## config.mk

```make
export PLATFORM = sky130hd
export DESIGN_NAME = pwm_compare
export DESIGN_NICKNAME = d
export VERILOG_FILES = /design/src/rtl/pwm_compare.sv
export SDC_FILE = /design/constraint.sdc
export NUM_CORES = 1
export LEC_CHECK = 0
export BUFFER_PORTS_ARGS = -buffer_cell sky130_fd_sc_hd__buf_2
export CAP_MARGIN = 20
export CORE_MARGIN = 10
export CORE_UTILIZATION = 25
export CTS_BUF_LIST = sky130_fd_sc_hd__clkbuf_2
export CTS_CLUSTER_DIAMETER = 200
export DETAILED_ROUTE_END_ITERATION = 7
export GPL_TIMING_DRIVEN = 1
export PLACE_DENSITY = 0.39
export SETUP_SLACK_MARGIN = 0.4
export SLEW_MARGIN = 20
export SYNTH_ARGS = -nofsm -noshare
export SYNTH_HDL_FRONTEND = slang
export SYNTH_SLANG_ARGS = --single-unit
```

## constraint.sdc

```tcl
create_clock -name clk -period 1.9 [get_ports clk]
set_input_delay 0.38 -clock clk [delete_from_list [all_inputs] [get_ports clk]]
set_output_delay 0.38 -clock clk [all_outputs]
set_load 0.05 [all_outputs]
```

## src/rtl/pwm_compare.sv

```systemverilog
// Multi-channel compare/PWM stage fed by the up/down counter, with shadow compare
// registers committed at the period boundary. Optional irq logic: PWM_COMPARE_IRQ_EN.

module pwm_compare_ch #(
   parameter int COUNT_WIDTH = 4,
   parameter int COUNT_START = 2
) (
   input  logic                   clk,
   input  logic                   rst,
   input  logic                   count_en,
   input  logic [COUNT_WIDTH-1:0] count,
   input  logic                   wr_en,
   input  logic [COUNT_WIDTH-1:0] wr_data,
   input  logic                   commit,
   output logic                   pwm_out,
   output logic                   match_pulse
);

   logic [COUNT_WIDTH-1:0] cmp_active;
   logic [COUNT_WIDTH-1:0] cmp_shadow;

   // commit samples the old shadow, so a coincident write waits for the next boundary
   always_ff @(posedge clk or negedge rst) begin
      if (!rst) begin
         cmp_active  <= COUNT_WIDTH'(COUNT_START);
         cmp_shadow  <= COUNT_WIDTH'(COUNT_START);
         pwm_out     <= 1'b0;
         match_pulse <= 1'b0;
      end else begin
         pwm_out     <= (count < cmp_active);
         match_pulse <= count_en && (count == cmp_active);
         if (commit)
            cmp_active <= cmp_shadow;
         if (wr_en)
            cmp_shadow <= wr_data;
      end
   end

endmodule

module pwm_compare #(
   parameter  int COUNT_WIDTH = 4,
   parameter  int NUM_CH      = 2,
   parameter  int COUNT_START = 2,
   parameter  int COUNT_END   = 11,
   localparam int SEL_W       = (NUM_CH > 1) ? $clog2(NUM_CH) : 1
) (
   input  logic                   clk,
   input  logic                   rst,
   input  logic                   count_en,
   input  logic                   up_down,
   input  logic [COUNT_WIDTH-1:0] count,
   input  logic                   cmp_wr_en,
   input  logic [SEL_W-1:0]       cmp_wr_sel,
   input  logic [COUNT_WIDTH-1:0] cmp_wr_data,
   output logic [NUM_CH-1:0]      pwm_out,
   output logic [NUM_CH-1:0]      match_pulse,
   output logic                   period_pulse,
   output logic                   update_pending,
   output logic                   update_done
`ifdef PWM_COMPARE_IRQ_EN
   ,
   input  logic                   irq_clr,
   output logic                   irq
`endif
);

   typedef enum logic {IDLE, PENDING} state_t;

   state_t              state;
   logic                boundary;
   logic                wr_valid;
   logic                commit;
   logic [NUM_CH-1:0]   ch_wr;

   assign boundary = count_en &&
                     (( up_down && (count == COUNT_WIDTH'(COUNT_END))) ||
                      (!up_down && (count == COUNT_WIDTH'(COUNT_START))));
   assign wr_valid = cmp_wr_en && (int'(cmp_wr_sel) < NUM_CH);
   assign commit   = (state == PENDING) && boundary;

   always_comb begin
      ch_wr = '0;
      for (int i = 0; i < NUM_CH; i++)
         ch_wr[i] = wr_valid && (int'(cmp_wr_sel) == i);
   end

   pwm_compare_ch #(
      .COUNT_WIDTH (COUNT_WIDTH),
      .COUNT_START (COUNT_START)
   ) u_ch [NUM_CH-1:0] (
      .clk         (clk),
      .rst         (rst),
      .count_en    (count_en),
      .count       (count),
      .wr_en       (ch_wr),
      .wr_data     (cmp_wr_data),
      .commit      (commit),
      .pwm_out     (pwm_out),
      .match_pulse (match_pulse)
   );

   // a write coinciding with a commit keeps the FSM pending for the next boundary
   always_ff @(posedge clk or negedge rst) begin
      if (!rst) begin
         state          <= IDLE;
         update_pending <= 1'b0;
         update_done    <= 1'b0;
         period_pulse   <= 1'b0;
      end else begin
         period_pulse <= boundary;
         update_done  <= 1'b0;
         case (state)
            IDLE: begin
               if (wr_valid) begin
                  state          <= PENDING;
                  update_pending <= 1'b1;
               end
            end
            PENDING: begin
               if (boundary) begin
                  update_done <= 1'b1;
                  if (!wr_valid) begin
                     state          <= IDLE;
                     update_pending <= 1'b0;
                  end
               end
            end
            default: begin
               state          <= IDLE;
               update_pending <= 1'b0;
            end
         endcase
      end
   end

`ifdef PWM_COMPARE_IRQ_EN
   always_ff @(posedge clk or negedge rst) begin
      if (!rst)
         irq <= 1'b0;
      else if ((|match_pulse) || update_done)
         irq <= 1'b1;
      else if (irq_clr)
         irq <= 1'b0;
   end
`endif

endmodule

```

==> results of run 1 <==
## power by group through the flow
stage                     Sequential, mW  Combinational [mW]  Clock (mW)
after detailed placement           0.705               0.442           0
after global routing               0.707               0.508       0.245
after CTS                          0.694               0.444       0.224
final                              0.688               0.457       0.203
after floorplan                    0.708               0.344           0
after global placement             0.703               0.439           0
## synthesized netlist by cell type (all sizes together)
master / count
nand2b: 2
nand2: 4
a21oi: 3
dfstp: 4
mux2: 16
buf: 5
nor2: 3
a31oi: 1
a211oi: 1
ha: 8
or3: 1
and2: 1
nor2b: 2
inv: 9
nand3: 3
dfrtp: 20
o21ai: 3
## state kept, by name, indices dropped and copies added (netlist names)
register / flops
u_ch.pwm_out: 2
update_pending: 1
update_done: 1
u_ch.cmp_active: 8
period_pulse: 1
state: 1
u_ch.cmp_shadow: 8
u_ch.match_pulse: 2
## final cells by class
type	instances	area (um^2)	share of cell area (%)
Sequential cell	24	606	46.4
Inverter	9	33.8	2.59
Tap cell	52	65.1	4.98
Clock buffer	4	20.0	1.53
Multi-Input combinational cell	48	457	35.0
Timing Repair Buffer	23	125	9.58
## per-layer routing
layer | routed length, um | up-vias
met4 | 20 | 0
met3 | 138 | 2
met2 | 1010 | 15
li1 | - | 330
met1 | 969 | 311
met5 | 0 | -
## final timing paths
kind / from / end / slack (ps)
setup / recovery: count[0] / u_ch[0].cmp_active[3] / 430
hold / removal: count_en / u_ch[1].match_pulse / 250
setup reg to reg: u_ch[0].cmp_active[1] / u_ch[0].pwm_out / 490
hold reg to reg: u_ch[1].cmp_shadow[2] / u_ch[1].cmp_active[2] / 520
max in group asynchronous: rst / u_ch[1].cmp_active[1] / 990
min in group asynchronous: rst / u_ch[1].pwm_out / 510
## stage by stage
stage | setup WS, ps | hold slack (ps) | power (mW) | cells | cell area (um^2)
after floorplan | 193 | 84.4 | 1.05 | 86 | 1140
after global placement | 78.9 | 397 | 1.14 | 154 | 1260
after detailed placement | 55.3 | 398 | 1.15 | 154 | 1260
after CTS | 421 | 213 | 1.36 | 159 | 1290
after global routing | 390 | 205 | 1.46 | 160 | 1310
final | 427 | 254 | 1.35 | 160 | 1310
## worst max-delay path, cell delays in order
cell and delay (ps):
buf_2 110, or3_4 390, a211oi_4 240, and2_4 280, mux2_4 310
## logic make-up (layout without fill, tap and decap cells)
group                    after synthesis  count (layout)
multiplexers                          16              16
buffers and inverters                 14              36
AO/OA/AOI/OAI                          8               8
AND/OR/NAND/NOR                       16              16
adder cells (fa/ha/maj)                8               8
flip-flops                            24              24
## timing repair
item,4_1_cts,5_1_grt
setup endpoints to repair,0,2
hold buffers,1,0
hold endpoints to repair,11,0
resized for setup,0,3
setup buffers,0,1
==> flow_summary_export.csv, run 1 <==
group,metric,value,unit
sta,hold_viol_final,0,
grt,grtUsageMet3,2.79,%
worst_setup_path,worstSetupPathType,"primary input to register",
run,drv_cap,0,
placed_design,hpwl,1.75,mm
route,routed_via_density,4.11,
route,wl_per_cell,13.4,um
worst_setup_path,cp.arrival,1710,ps
power_and_ir_drop,switching_share,33.3,%
synth,synth_top_family_by_area,"multiplexers",
floorplan,ios,21,
layout,drive_gt1_share,46.3,%
min_path,hold_depth,3,
grt,antenna_found_initial,0,
power_and_ir_drop,p_sw,450,uW
layout,finalCoreUtilization,29.8,%
synth,postSynthAreaPerCell,13.3,um^2
grt,grt_pass1_wl,3.53,mm
status,status,"completed",
floorplan,die_area,7670,um^2
sta,fin_crit,1470,ps
worst_setup_path,rr_worst_depth,6,
worst_setup_path,start_kind,"primary input",
placed_design,port_buffers,20,
synth,netlist_instances,86,
synth,synthesis.area,1140,um^2
sta,worst_slew_pin_slew,538,ps
sta,max_slew_margin,64.1,%
route,drtIter0Drc,6,
cts,path_clk_slew,230,ps
synth,muxShareOfSynthArea,18.4,%
sta,rsz0062_at_grt,"true",
synth,synthAdderAreaFrac,8.76,%
power_and_ir_drop,power.internal,899,uW
power_and_ir_drop,power_frac_comb,33.9,%
sta,period_share,77.5,%
cts,cts_buffer_depth,2,
synth,yosys.area.top_type_share,43.8,%
layout,fill_cells,471,
grt,first_global_vias,708,
cts,cts_tree,"built",
power_and_ir_drop,leakage,0.640,nW
layout,antenna_cells,0,
sta,maxSlewViolCount,0,
synth,synth_area_leaders,"dfrtp_1 44%, mux2_4 11%, dfstp_2 9.2%",
cts,cts_sinks,24,
power_and_ir_drop,max-vdd-ir-drop,0.357,mV
grt,met1_usage,6.94,%
route,wirelength,2.14,mm
synth,synth_compound_area_share,4.93,%
grt,grt_overflow,0,
power_and_ir_drop,power_per_cell_area,1030,nW/um^2
power_and_ir_drop,clkPwrFrac,15.1,%
synth,yosys.area_share.simple,7.56,%
cts,insertion_delay,330,ps
grt,grt_usage,5.91,%
route,drc,0,
floorplan,die_h,87.6,um
synth,ys_ff_latch,24,
floorplan,core_area,4380,um^2
cts,numCtsBuffers,3,
route,first_pass_iters,2,
route,dr_total_vias,658,
synth,ys_warn_count,0,
sta,fmax,0.679,GHz
placed_design,finalWeightedCongestion,0.654,
cts,htree_levels,1,
synth,synth_fp_nets,108,
worst_setup_path,crit_path_end_kind,"register",
grt,gr-usage-met2,9.39,%
layout,mostFrequentLayoutCells,"20 x buf_2, 20 x dfrtp_1, 9 x inv_1",
power_and_ir_drop,seqPwrFrac,51.0,%
worst_setup_path,critPathMaxFanout,9,
grt,grt_max_degree,25,
layout,syn_to_final_growth,14.3,%
sta,skew,19.9,ps
floorplan,fp-row-count,24,
worst_setup_path,crit_required,2130,ps
synth,synth-xor-area-share,0,%
floorplan,chipWidth,87.6,um
synth,synth_top_cell_by_area,"dfrtp_1",
route,antenna_left,0,
synth,yosysUniqueCellTypes,19,
grt,busiest_layer,"met2",
floorplan,start_util,26.1,%
layout,finalNetCount,131,
sta,final.setup.tns,0,ps
synth,seq_area_frac_synth,53.0,%
min_path,hold_path.class,"primary input to register",
sta,setup_viol,0,
cts,cts_root_buf,"clkbuf_2",
No activity file was read; power rests on OpenSTA's default activity.
==> inputs of run 2 (changes only) <==
==> constraint.sdc (replaced) <==
create_clock -name clk -period 1.4 [get_ports clk]
set_input_delay 0.28 -clock clk [delete_from_list [all_inputs] [get_ports clk]]
set_output_delay 0.28 -clock clk [all_outputs]
set_load 0.05 [all_outputs]
==> run 2 against run 1 <==
Compared with the run above:
- non-clock buffer count is 10 higher
- clock skew is 3.6 ps lower
- via count is 7.4% higher
- design area is 16% higher
- total power is 61% higher
- largest power group unchanged
==> flow_summary_export.csv, run 2 (same netlist as run 1, synthesis figures left out) <==
group,metric,value,unit
sta,setup_viol,0,
placed_design,dp_slack,-332,ps
route,drc,0,
power_and_ir_drop,max-vdd-ir-drop,0.529,mV
cts,numCtsBuffers,3,
floorplan,start_util,26.1,%
sta,skew,16.2,ps
cts,path_clk_slew,240,ps
layout,fill_cells,429,
cts,cts_tree,"built",
placed_design,finalWeightedCongestion,0.672,
route,wirelength,2.29,mm
power_and_ir_drop,leakage,0.718,nW
route,drtIter0Drc,7,
floorplan,chipWidth,87.6,um
cts,cts_root_buf,"clkbuf_2",
grt,grt_usage,6.59,%
floorplan,die_h,87.6,um
route,dr_total_vias,707,
placed_design,hpwl,1.75,mm
floorplan,fp-row-count,24,
cts,cts_sinks,24,
layout,antenna_cells,0,
sta,worst_slew_pin_slew,542,ps
worst_setup_path,crit_required,1680,ps
worst_setup_path,start_kind,"register",
layout,syn_to_final_growth,32.7,%
route,routed_via_density,4.13,
grt,first_global_vias,801,
floorplan,core_area,4380,um^2
grt,grt_max_degree,25,
layout,drive_gt1_share,58.0,%
sta,rsz0062_at_grt,"true",
sta,period_share,96.1,%
worst_setup_path,crit_path_end_kind,"register",
floorplan,ios,21,
sta,fmax,0.743,GHz
min_path,hold_path.class,"primary input to register",
sta,whs,156,ps
grt,antenna_found_initial,0,
floorplan,die_area,7670,um^2
cts,htree_levels,1,
cts,cts_buffer_depth,2,
layout,largestRegisters,"u_ch.cmp_active (8), u_ch.cmp_shadow (8)",
layout,finalNetCount,142,
cts,insertion_delay,340,ps
sta,fin_crit,1350,ps
layout,layout_commonest_cell,"dfrtp_1",
placed_design,dp_cells,158,
sta,hold_viol_final,0,
run,drv_cap,0,
route,wl_per_cell,13.4,um
route,antenna_left,0,
worst_setup_path,critPathMaxFanout,2,
status,status,"completed",
layout,mostFrequentLayoutCells,"20 x dfrtp_1, 12 x buf_2, 10 x buf_4, 9 x buf_6",
worst_setup_path,cp.arrival,1620,ps
layout,stdcell_count,171,
power_and_ir_drop,power_per_cell_area,1430,nW/um^2
placed_design,port_buffers,20,
sta,fin_ws,54.6,ps
grt,grt_overflow,0,
sta,maxSlewViolCount,0,
worst_setup_path,worstSetupPathType,"register to register",
route,first_pass_iters,2,
sta,max_slew_margin,63.9,%
grt,grt_pass1_wl,4.01,mm
run 2: critical path: stages, from the launching register on:
cell,delay (ps)
dfstp_2,590
inv_2,40
ha_4,200
nor2b_1,120
o21ai_1,130
nand2b_1,70
a21oi_1,120
run 2: final timing paths:
path	start	end	slack, ps	depth (start not counted)
hold reg to reg	u_ch[1].cmp_active[2]	u_ch[1].cmp_active[2]	550	1
max in group asynchronous	rst	u_ch[0].match_pulse	630	2
min in group asynchronous	rst	u_ch[1].cmp_shadow[3]	400	2
setup / recovery	u_ch[0].cmp_active[1]	u_ch[0].pwm_out	50	6
setup reg to reg	u_ch[0].cmp_active[1]	u_ch[0].pwm_out	50	6
hold / removal	cmp_wr_data[0]	u_ch[1].cmp_shadow[0]	160	2
run 2: stage by stage:
stage	cell area [um^2]	setup TNS (ps)	total power [mW]	utilization, %
final	1520	0	2.17	34.6
after global routing	1520	-59.7	2.35	34.6
after CTS	1470	0	2.16	33.5
after detailed placement	1320	-2560	1.60	30.2
after global placement	1320	-2460	1.60	30.2
after floorplan	1170	-1570	1.46	-
run 2: final cells by class:
type	instances	area, um^2	area share [%]
clock inverters	1	30.0	1.98
clock buffers	3	15.0	0.990
repair buffers	33	262	17.2
multi-input cells	49	505	33.3
flip-flops and latches	24	606	39.9
well taps	52	65.1	4.29
inverters	9	33.8	2.23
run 2: report_power, final:
group	switching, mW	total, mW	internal, mW
sequential	0.0884	0.950	0.861
combinational	0.365	0.762	0.397
clock	0.213	0.459	0.246
total	0.667	2.17	1.50
run 2: per-layer routing:
layer	GRT usage [%]	share of wire, %	up-vias
li1	-	-	354
met1	8.07	44	338
met2	10.3	48	13
met3	2.88	6.3	2
met4	1.74	1.0	0
met5	0	0	-
run 2: what timing repair did:
action,CTS,global route
setup buffers,4,3
pin swaps,7,6
hold buffers,1,0
cloned,1,0
resized for setup,17,6
hold endpoints to repair,20,0
setup endpoints to repair,20,20
